**config.mk**
```make
export PLATFORM = sky130hd
export DESIGN_NAME = divider_arbiter_flat
export DESIGN_NICKNAME = d
export VERILOG_FILES = /design/src/rtl/divider_arbiter_if.sv /design/src/rtl/divider_arbiter.sv /design/src/flat_wrapper.sv
export SDC_FILE = /design/constraint.sdc
export NUM_CORES = 1
export LEC_CHECK = 0
export ABC_AREA = 1
export CAP_MARGIN = 20
export CORE_AREA = 2 2 183 185
export CTS_BUF_LIST = sky130_fd_sc_hd__clkbuf_8 sky130_fd_sc_hd__clkbuf_16
export DETAILED_ROUTE_END_ITERATION = 6
export DIE_AREA = 0 0 185 187
export SYNTH_ARGS = -nofsm -noshare
export SYNTH_HDL_FRONTEND = slang
export SYNTH_SLANG_ARGS = --single-unit
```
**constraint.sdc**
```tcl
create_clock -name clk -period 1.6 [get_ports clk]
set_clock_uncertainty 0.15 [all_clocks]
set_input_delay 0.16 -clock clk [delete_from_list [all_inputs] [get_ports clk]]
set_output_delay 0.16 -clock clk [all_outputs]
set_load 0.1 [all_outputs]
```
**src/rtl/divider_arbiter_if.sv**
```systemverilog
// Requester and shared-divider bundle for divider_arbiter.
// master: requesters plus divider side; slave: the arbiter.
interface divider_arbiter_if #(
  parameter int WIDTH = 32,
  parameter int REQ_N = 4,
  parameter int ID_W  = $clog2(REQ_N)
);
  logic [REQ_N-1:0]       req;
  logic [REQ_N*WIDTH-1:0] req_dividend;
  logic [REQ_N*WIDTH-1:0] req_divisor;
  logic [REQ_N-1:0]       gnt;
  logic [REQ_N-1:0]       done;
  logic [WIDTH-1:0]       res_quotient;
  logic [WIDTH-1:0]       res_remainder;
  logic                   res_zero_err;
  logic [ID_W-1:0]        res_id;
  logic                   div_start;
  logic [WIDTH-1:0]       div_dividend;
  logic [WIDTH-1:0]       div_divisor;
  logic [WIDTH-1:0]       div_quotient;
  logic [WIDTH-1:0]       div_remainder;
  logic                   div_zero_err;
  logic                   div_valid;

  modport master (
    output req, req_dividend, req_divisor,
    output div_quotient, div_remainder,
    output div_zero_err, div_valid,
    input  gnt, done, res_quotient,
    input  res_remainder, res_zero_err, res_id,
    input  div_start, div_dividend, div_divisor
  );

  modport slave (
    input  req, req_dividend, req_divisor,
    input  div_quotient, div_remainder,
    input  div_zero_err, div_valid,
    output gnt, done, res_quotient,
    output res_remainder, res_zero_err, res_id,
    output div_start, div_dividend, div_divisor
  );
endinterface

```
**src/rtl/divider_arbiter.sv**
```systemverilog
// Shares one sequential divider between REQ_N requesters.
// Define DIV_ARB_ROUND_ROBIN_EN for round-robin, else fixed priority.
module divider_arbiter #(
  parameter int WIDTH = 32,
  parameter int REQ_N = 4,
  parameter int ID_W  = $clog2(REQ_N)
) (
  input logic clk,
  input logic rst,
  divider_arbiter_if.slave io_bus
);

  typedef enum logic [1:0] {
    S_IDLE,
    S_ISSUE,
    S_WAIT
  } state_t;

  state_t           r_state;
  state_t           w_next;
  logic             w_start;
  logic             w_any;
  logic [ID_W-1:0]  w_win;
  logic [REQ_N-1:0] w_win_oh;
  logic [REQ_N-1:0] w_id_oh;
  logic [REQ_N-1:0] r_gnt;
  logic [REQ_N-1:0] r_done;
  logic [WIDTH-1:0] r_a;
  logic [WIDTH-1:0] r_b;
  logic [WIDTH-1:0] r_q;
  logic [WIDTH-1:0] r_r;
  logic             r_zerr;
  logic [ID_W-1:0]  r_id;

  assign w_any    = |io_bus.req;
  assign w_win_oh = REQ_N'(1) << w_win;
  assign w_id_oh  = REQ_N'(1) << r_id;

`ifdef DIV_ARB_ROUND_ROBIN_EN
  logic [ID_W-1:0] r_ptr;
  int              w_idx;

  // Winner: first requester after the last winner, wrapping.
  always_comb begin
    w_win = '0;
    w_idx = 0;
    for (int k = REQ_N; k >= 1; k--) begin
      w_idx = (int'(r_ptr) + k) % REQ_N;
      if (io_bus.req[w_idx]) w_win = ID_W'(w_idx);
    end
  end

  // Remember the last winner; reset favours requester 0.
  always_ff @(posedge clk) begin
    if (rst) r_ptr <= ID_W'(REQ_N - 1);
    else if (r_state == S_IDLE && w_any)
      r_ptr <= w_win;
  end
`else
  // Winner: lowest-index requester.
  always_comb begin
    w_win = '0;
    for (int i = REQ_N - 1; i >= 0; i--)
      if (io_bus.req[i]) w_win = ID_W'(i);
  end
`endif

  // State register.
  always_ff @(posedge clk) begin
    if (rst) r_state <= S_IDLE;
    else     r_state <= w_next;
  end

  // Next state and the one-cycle divider start.
  always_comb begin
    w_next  = r_state;
    w_start = 1'b0;
    unique case (r_state)
      S_IDLE:  if (w_any) w_next = S_ISSUE;
      S_ISSUE: begin
        w_start = 1'b1;
        w_next  = S_WAIT;
      end
      S_WAIT:  if (io_bus.div_valid) w_next = S_IDLE;
      default: w_next = S_IDLE;
    endcase
  end

  // Latch operands on grant, results on divider valid.
  always_ff @(posedge clk) begin
    if (rst) begin
      r_gnt  <= '0;
      r_done <= '0;
      r_a    <= '0;
      r_b    <= '0;
      r_q    <= '0;
      r_r    <= '0;
      r_zerr <= 1'b0;
      r_id   <= '0;
    end else begin
      r_done <= '0;
      if (r_state == S_IDLE && w_any) begin
        r_gnt <= w_win_oh;
        r_a   <= io_bus.req_dividend[w_win*WIDTH +: WIDTH];
        r_b   <= io_bus.req_divisor[w_win*WIDTH +: WIDTH];
        r_id  <= w_win;
      end
      if (r_state == S_WAIT && io_bus.div_valid) begin
        r_q    <= io_bus.div_quotient;
        r_r    <= io_bus.div_remainder;
        r_zerr <= io_bus.div_zero_err;
        r_done <= w_id_oh;
        r_gnt  <= '0;
      end
    end
  end

  assign io_bus.gnt           = r_gnt;
  assign io_bus.done          = r_done;
  assign io_bus.res_quotient  = r_q;
  assign io_bus.res_remainder = r_r;
  assign io_bus.res_zero_err  = r_zerr;
  assign io_bus.res_id        = r_id;
  assign io_bus.div_start     = w_start;
  assign io_bus.div_dividend  = r_a;
  assign io_bus.div_divisor   = r_b;

endmodule

```
**src/flat_wrapper.sv**
```systemverilog
// flat-port wrapper written by rule: the top's interface ports become plain ports
module divider_arbiter_flat 
#(
  parameter int WIDTH = 32,
  parameter int REQ_N = 4,
  parameter int ID_W  = $clog2(REQ_N)
)
  (clk, rst, io_bus_req, io_bus_req_dividend, io_bus_req_divisor, io_bus_div_quotient, io_bus_div_remainder, io_bus_div_zero_err, io_bus_div_valid, io_bus_gnt, io_bus_done, io_bus_res_quotient, io_bus_res_remainder, io_bus_res_zero_err, io_bus_res_id, io_bus_div_start, io_bus_div_dividend, io_bus_div_divisor);
  divider_arbiter_if #(.WIDTH(WIDTH), .REQ_N(REQ_N), .ID_W(ID_W)) io_bus_i ();
  input logic clk;
  input logic rst;
  input wire logic [$bits(io_bus_i.req)-1:0] io_bus_req;
  input wire logic [$bits(io_bus_i.req_dividend)-1:0] io_bus_req_dividend;
  input wire logic [$bits(io_bus_i.req_divisor)-1:0] io_bus_req_divisor;
  input wire logic [$bits(io_bus_i.div_quotient)-1:0] io_bus_div_quotient;
  input wire logic [$bits(io_bus_i.div_remainder)-1:0] io_bus_div_remainder;
  input wire logic [$bits(io_bus_i.div_zero_err)-1:0] io_bus_div_zero_err;
  input wire logic [$bits(io_bus_i.div_valid)-1:0] io_bus_div_valid;
  output wire logic [$bits(io_bus_i.gnt)-1:0] io_bus_gnt;
  output wire logic [$bits(io_bus_i.done)-1:0] io_bus_done;
  output wire logic [$bits(io_bus_i.res_quotient)-1:0] io_bus_res_quotient;
  output wire logic [$bits(io_bus_i.res_remainder)-1:0] io_bus_res_remainder;
  output wire logic [$bits(io_bus_i.res_zero_err)-1:0] io_bus_res_zero_err;
  output wire logic [$bits(io_bus_i.res_id)-1:0] io_bus_res_id;
  output wire logic [$bits(io_bus_i.div_start)-1:0] io_bus_div_start;
  output wire logic [$bits(io_bus_i.div_dividend)-1:0] io_bus_div_dividend;
  output wire logic [$bits(io_bus_i.div_divisor)-1:0] io_bus_div_divisor;
  assign io_bus_i.req = io_bus_req;
  assign io_bus_i.req_dividend = io_bus_req_dividend;
  assign io_bus_i.req_divisor = io_bus_req_divisor;
  assign io_bus_i.div_quotient = io_bus_div_quotient;
  assign io_bus_i.div_remainder = io_bus_div_remainder;
  assign io_bus_i.div_zero_err = io_bus_div_zero_err;
  assign io_bus_i.div_valid = io_bus_div_valid;
  assign io_bus_gnt = io_bus_i.gnt;
  assign io_bus_done = io_bus_i.done;
  assign io_bus_res_quotient = io_bus_i.res_quotient;
  assign io_bus_res_remainder = io_bus_i.res_remainder;
  assign io_bus_res_zero_err = io_bus_i.res_zero_err;
  assign io_bus_res_id = io_bus_i.res_id;
  assign io_bus_div_start = io_bus_i.div_start;
  assign io_bus_div_dividend = io_bus_i.div_dividend;
  assign io_bus_div_divisor = io_bus_i.div_divisor;
  divider_arbiter #(.WIDTH(WIDTH), .REQ_N(REQ_N), .ID_W(ID_W)) u_core (.clk(clk), .rst(rst), .io_bus(io_bus_i));
endmodule
```
After elaboration in Yosys (flattened, before gate mapping)
Cells that the tools add are included.

storage, ports and cells
  register bits = 141
  input bits = 328

operators by class
  equality and inequality tests = 4
  shift operators = 4
  multiplexer cells = 8
  bitwise gates (word level) = 1
  reduce and logical (&&, ||, !) cells = 7

operators with widths
  cell                 number
  $shiftx 128x8->32    2
  $mux 2               6
  $shl 1x2->4 const A  2
  $pmux 2 s3           1
  $reduce_or 2->1      2
  $reduce_or 4->1      1
  $eq 2x1->1 const B   1
  $eq 2x2->1 const B   1
  $logic_and 1x1->1    2
  $logic_not 2->1      1
  $ne 2x1->1 const B   1
  $ne 2x2->1 const B   1
  $reduce_and 2->1     1
  $mux 1               1
  $not 1->1            1

Depth between registers and ports, before layout
  word-level depth = 5
  gate-level depth with buffers = 11

Least setup slack after synthesis
No wires, ideal clock.

  path type = reg2reg
  from = register u_core.r_state[0]
  to = register u_core.r_state[1]
  data arrival time = 1993 ps
  setup slack = -606 ps
  stages on the path, launching flop included = 4
  path buffers = 0
  period minus slack after synthesis = 2206 ps
  path through = dfxtp_1 -> inv_1 -> nor2_1 -> o21a_1

between the ends
  longest elaborated chain between the ends = 3
  elaborated cells on any way between the ends = 7
  classes of those cells = 4 x eq/ne; 1 x mux; 2 x reduce/logical

ends and longest elaborated chain
  item                                                line                   source
  start: declaration                                  divider_arbiter.sv:19  state_t r_state;
  start signal: assignment                            divider_arbiter.sv:71  else r_state <= w_next;
  $eq 2x2->1 or $logic_not 2->1 (tied branches)       divider_arbiter.sv:78  unique case (r_state)
  $ne 2x2->1 (no line) or $ne 2x1->1 (tied branches)  --
  $reduce_and 2->1 (no line)                          --

Several ways; a longest one is shown, not always the timed one.
A chain may end at the register's enable or synchronous reset.

Worst setup path in the final report
  from = register u_core.r_state[0]
  to = output io_bus_div_start

between the ends
  longest elaborated chain between the ends = 2

ends and longest elaborated chain
  item              line                   source
  $eq 2x1->1        divider_arbiter.sv:78
  $mux 1            divider_arbiter.sv:78
  end: declaration  flat_wrapper.sv:25     output wire logic [$bits(io_bus_i.div_start)-1:0] io_bus_div_start;

No other way between the ends.

==> results.py <==
metrics = {
    "outcome": {
        "status": "finished, final reports clean",
    },
    "logic_synthesis": {
        "synthAdderAreaFrac": 0,
        "synthFlopType": "dfxtp_1",
        "muxShareOfSynthArea": 0,
        "synth-simple-area-share": 0.407,
        "avgSynthCellArea_um2": 6.35,
        "ys_seq_area_frac": 0.378,
        "syn_nets": 1503,
        "ys_ff_latch": 141,
        "synth_edf_count": 0,
        "async_flop_share": 0,
        "postSynthCellCount": 1175,
        "synth.distinct_cells": 22,
        "yosysMostFrequentCell": "nand2_1",
        "netlist_top_cells_area": "dfxtp_1, nand2_1, nand3_1",
        "syn_area_um2": 7470,
        "ys_warn_count": 0,
        "synth_top_family_by_area": "simple AND/OR/NAND/NOR gates",
        "synth_compound_area_frac": 0.0848,
        "yosysTopAreaCell": "dfxtp_1",
        "synth_xor_xnor_area_share": 0,
        "synthTopCellsByCount": "nand2_1, nand3_1, dfxtp_1",
        "synth.top_cell.area_share": 0.378,
    },
    "clock_tree": {
        "clock_path_buffers": 2,
        "cts_sinks": 141,
        "htree_levels": 4,
        "insertion_delay_ns": 0.42,
        "cts_root_buffer": "clkbuf_16",
        "clk_pin_slew_ns": 0.06,
        "numCtsBuffers": 17,
        "tritoncts": "done",
    },
    "global_route": {
        "grt_remaining_overflow": 0,
        "grt_pass1_wl_um": 51500,
        "antenna_found_initial": 2,
        "grt_usage": 0.195,
        "grt_max_degree": 65,
        "grt_pass1_vias": 9220,
    },
    "hold_path": {
        "min_from": "io_bus_div_quotient[21]",
        "hold_depth": 3,
        "hp-class": "primary input to flop",
        "holdPathEnd": "u_core.io_bus.res_quotient[21]",
    },
    "worst_setup_path": {
        "reg2reg_to": "u_core.io_bus.div_divisor[17]",
        "cpLargestDelayFamily": "flip-flops",
        "reg2reg_slack_ns": 0.12,
        "cp-start-kind": "flop",
        "worstPathRequired_ns": 1.29,
        "r2r_cells": 8,
        "endpoint_kind": "output pin",
        "cp_cell_sequence": "buf_6, inv_4, nor2_4, buf_12",
        "worstPathBufferInverterCount": 3,
        "crit_arrival_ns": 1.25,
        "r2r_start": "u_core.r_state[0]",
        "critical_path_class": "flop to output pin",
        "slowest_delay_ns": 0.36,
        "slowest_stage": "dfxtp_2",
        "worstPathMaxFanout": 3,
    },
    "layout": {
        "num_antenna_cells": 0,
        "fin_util": 0.461,
        "area_growth_syn_to_layout_pct": 103,
        "nets": 1968,
        "final_layout_size_suffix_gt1_frac": 0.165,
    },
    "detailed_routing": {
        "wire_per_inst_um": 16.4,
        "first_pass_iters": 5,
        "drt_wl_total_um": 34400,
        "drtAntennaViolNets": 0,
        "avgViaCountPerCell": 4.48,
        "drt-initial-drc-count": 413,
        "drc_errors": 0,
        "vias": 9405,
    },
    "sta": {
        "rsz0062_at_grt": "yes",
        "hold_viol": 0,
        "maxSlewHeadroom": 0.716,
        "slew_viol_final": 0,
        "worst_pin_slew_ns": 0.426,
        "fmax_mhz": 641,
        "whs_ns": 0.135,
        "finalSetupViolations": 0,
        "setup_ws_ns": 0.0399,
        "fin_crit_sh": 0.975,
        "layout_min_cycle_time_ns": 1.56,
    },
    "floorplanning": {
        "die_area_um2": 34600,
        "die_w_um": 185,
        "rows": 67,
        "initial_core_util": 0.227,
        "ios": 468,
        "die_h_um": 187,
        "core_area_um2": 32900,
    },
    "place": {
        "io_buffers": 467,
        "dpl.hpwl_um": 26600,
        "place_congestion": 0.831,
        "place_worst_setup_slack_ns": -0.419,
    },
    "pwr": {
        "power_density_nw_per_um2": 959,
        "vdd_ir_drop_max_v": 0.000678,
        "p_leak_nw": 6.73,
    },
    "run": {
        "cap_viol_max_count": 0,
    },
}
-- tightest hold or removal path: stages --
cell	delay (ns)
clkdlybuf4s50_1	0.39
inv_1	0.05
o21ai_1	0.06
-- routing by layer --
layer / vias up / wire (µm) / GRT usage
met2: 420 / 16400 / 0.330
met3: 60 / 3440 / 0.0720
li1: 4742 / - / -
met5: - / 27 / 0
met1: 4179 / 13500 / 0.222
met4: 4 / 968 / 0.0739
-- cell type report --
type,count,area [µm²]
Inverter,128,483
Fill cell,3191,17700
Multi-Input combinational cell,810,3710
Clock inverter,14,183
Sequential cell,141,2830
Tap cell,448,561
Clock buffer,17,425
Timing Repair Buffer,542,6980
-- metrics by stage --
stage	instances	power (mW)	TNS, ns	area (µm²)
after detailed placement	2065	10.3	-25.97	14500
after global placement	2065	10.3	-23.15	14500
after global routing	2100	15.2	-0.0101	15200
after CTS	2096	14.7	0	15100
after floorplan	1175	7.43	0	7470
final	2100	14.5	0	15200
-- flip-flops by register name (all words and copies together), names as in the netlist --
register	flops
u_core.io_bus.div_dividend	32
u_core.io_bus.div_divisor	32
u_core.io_bus.res_quotient	32
u_core.io_bus.res_remainder	32
u_core.io_bus.done	4
u_core.io_bus.gnt	4
u_core.io_bus.res_id	2
u_core.r_state	2
u_core.io_bus.res_zero_err	1
-- how the worst max path moves through the flow --
stage | start | endpoint | slack, ns | cells past startpoint
5_1_grt | u_core.r_state[0] | io_bus_div_start | -0.01 | 4
3_5_place_dp | io_bus_req[3] | u_core.io_bus.div_dividend[25] | -0.42 | 11
6_report | u_core.r_state[0] | io_bus_div_start | 0.04 | 4
4_1_cts | u_core.r_state[0] | io_bus_div_start | 0.003 | 4
2_1_floorplan | u_core.io_bus.res_id[1] | u_core.io_bus.done[2] | 0.05 | 2
3_3_place_gp | io_bus_req[0] | u_core.io_bus.div_divisor[29] | -0.37 | 10
-- kinds of logic after synthesis --
group / count (synthesis)
flip-flops: 141
AND/OR/NAND/NOR: 684
buffers and inverters: 224
AO/OA/AOI/OAI: 126
-- power by group --
group / leakage (nW) / internal, mW / switching (mW)
logic: 5.27 / 2.49 / 3.61
registers: 1.16 / 3.82 / 0.332
clock network: 0.299 / 2.49 / 1.78
-- timing repair --
item,CTS,global route
buffers inserted,0,3
hold buffers,0,0
pin swaps,0,5
gates resized for setup,2,8
gates cloned,0,1
endpoints found under the setup margin,1,29
-- placed cells by master, fill, tap and decap left out, drive strengths merged --
cell type | Yosys | final
clkdlybuf4s50 | 0 | 324
clkbuf | 31 | 18
nand3 | 208 | 208
o21a | 1 | 1
a21oi | 6 | 6
nor2 | 111 | 111
inv | 128 | 135
buf | 65 | 215
o21ai | 119 | 119
bufinv | 0 | 3
dlymetal6s2s | 0 | 2
dfxtp | 141 | 141
clkinvlp | 0 | 1
nand2 | 296 | 296
clkinv | 0 | 3
nand4 | 64 | 64
nor3 | 5 | 5
No activity file was read; power rests on OpenSTA's default activity.
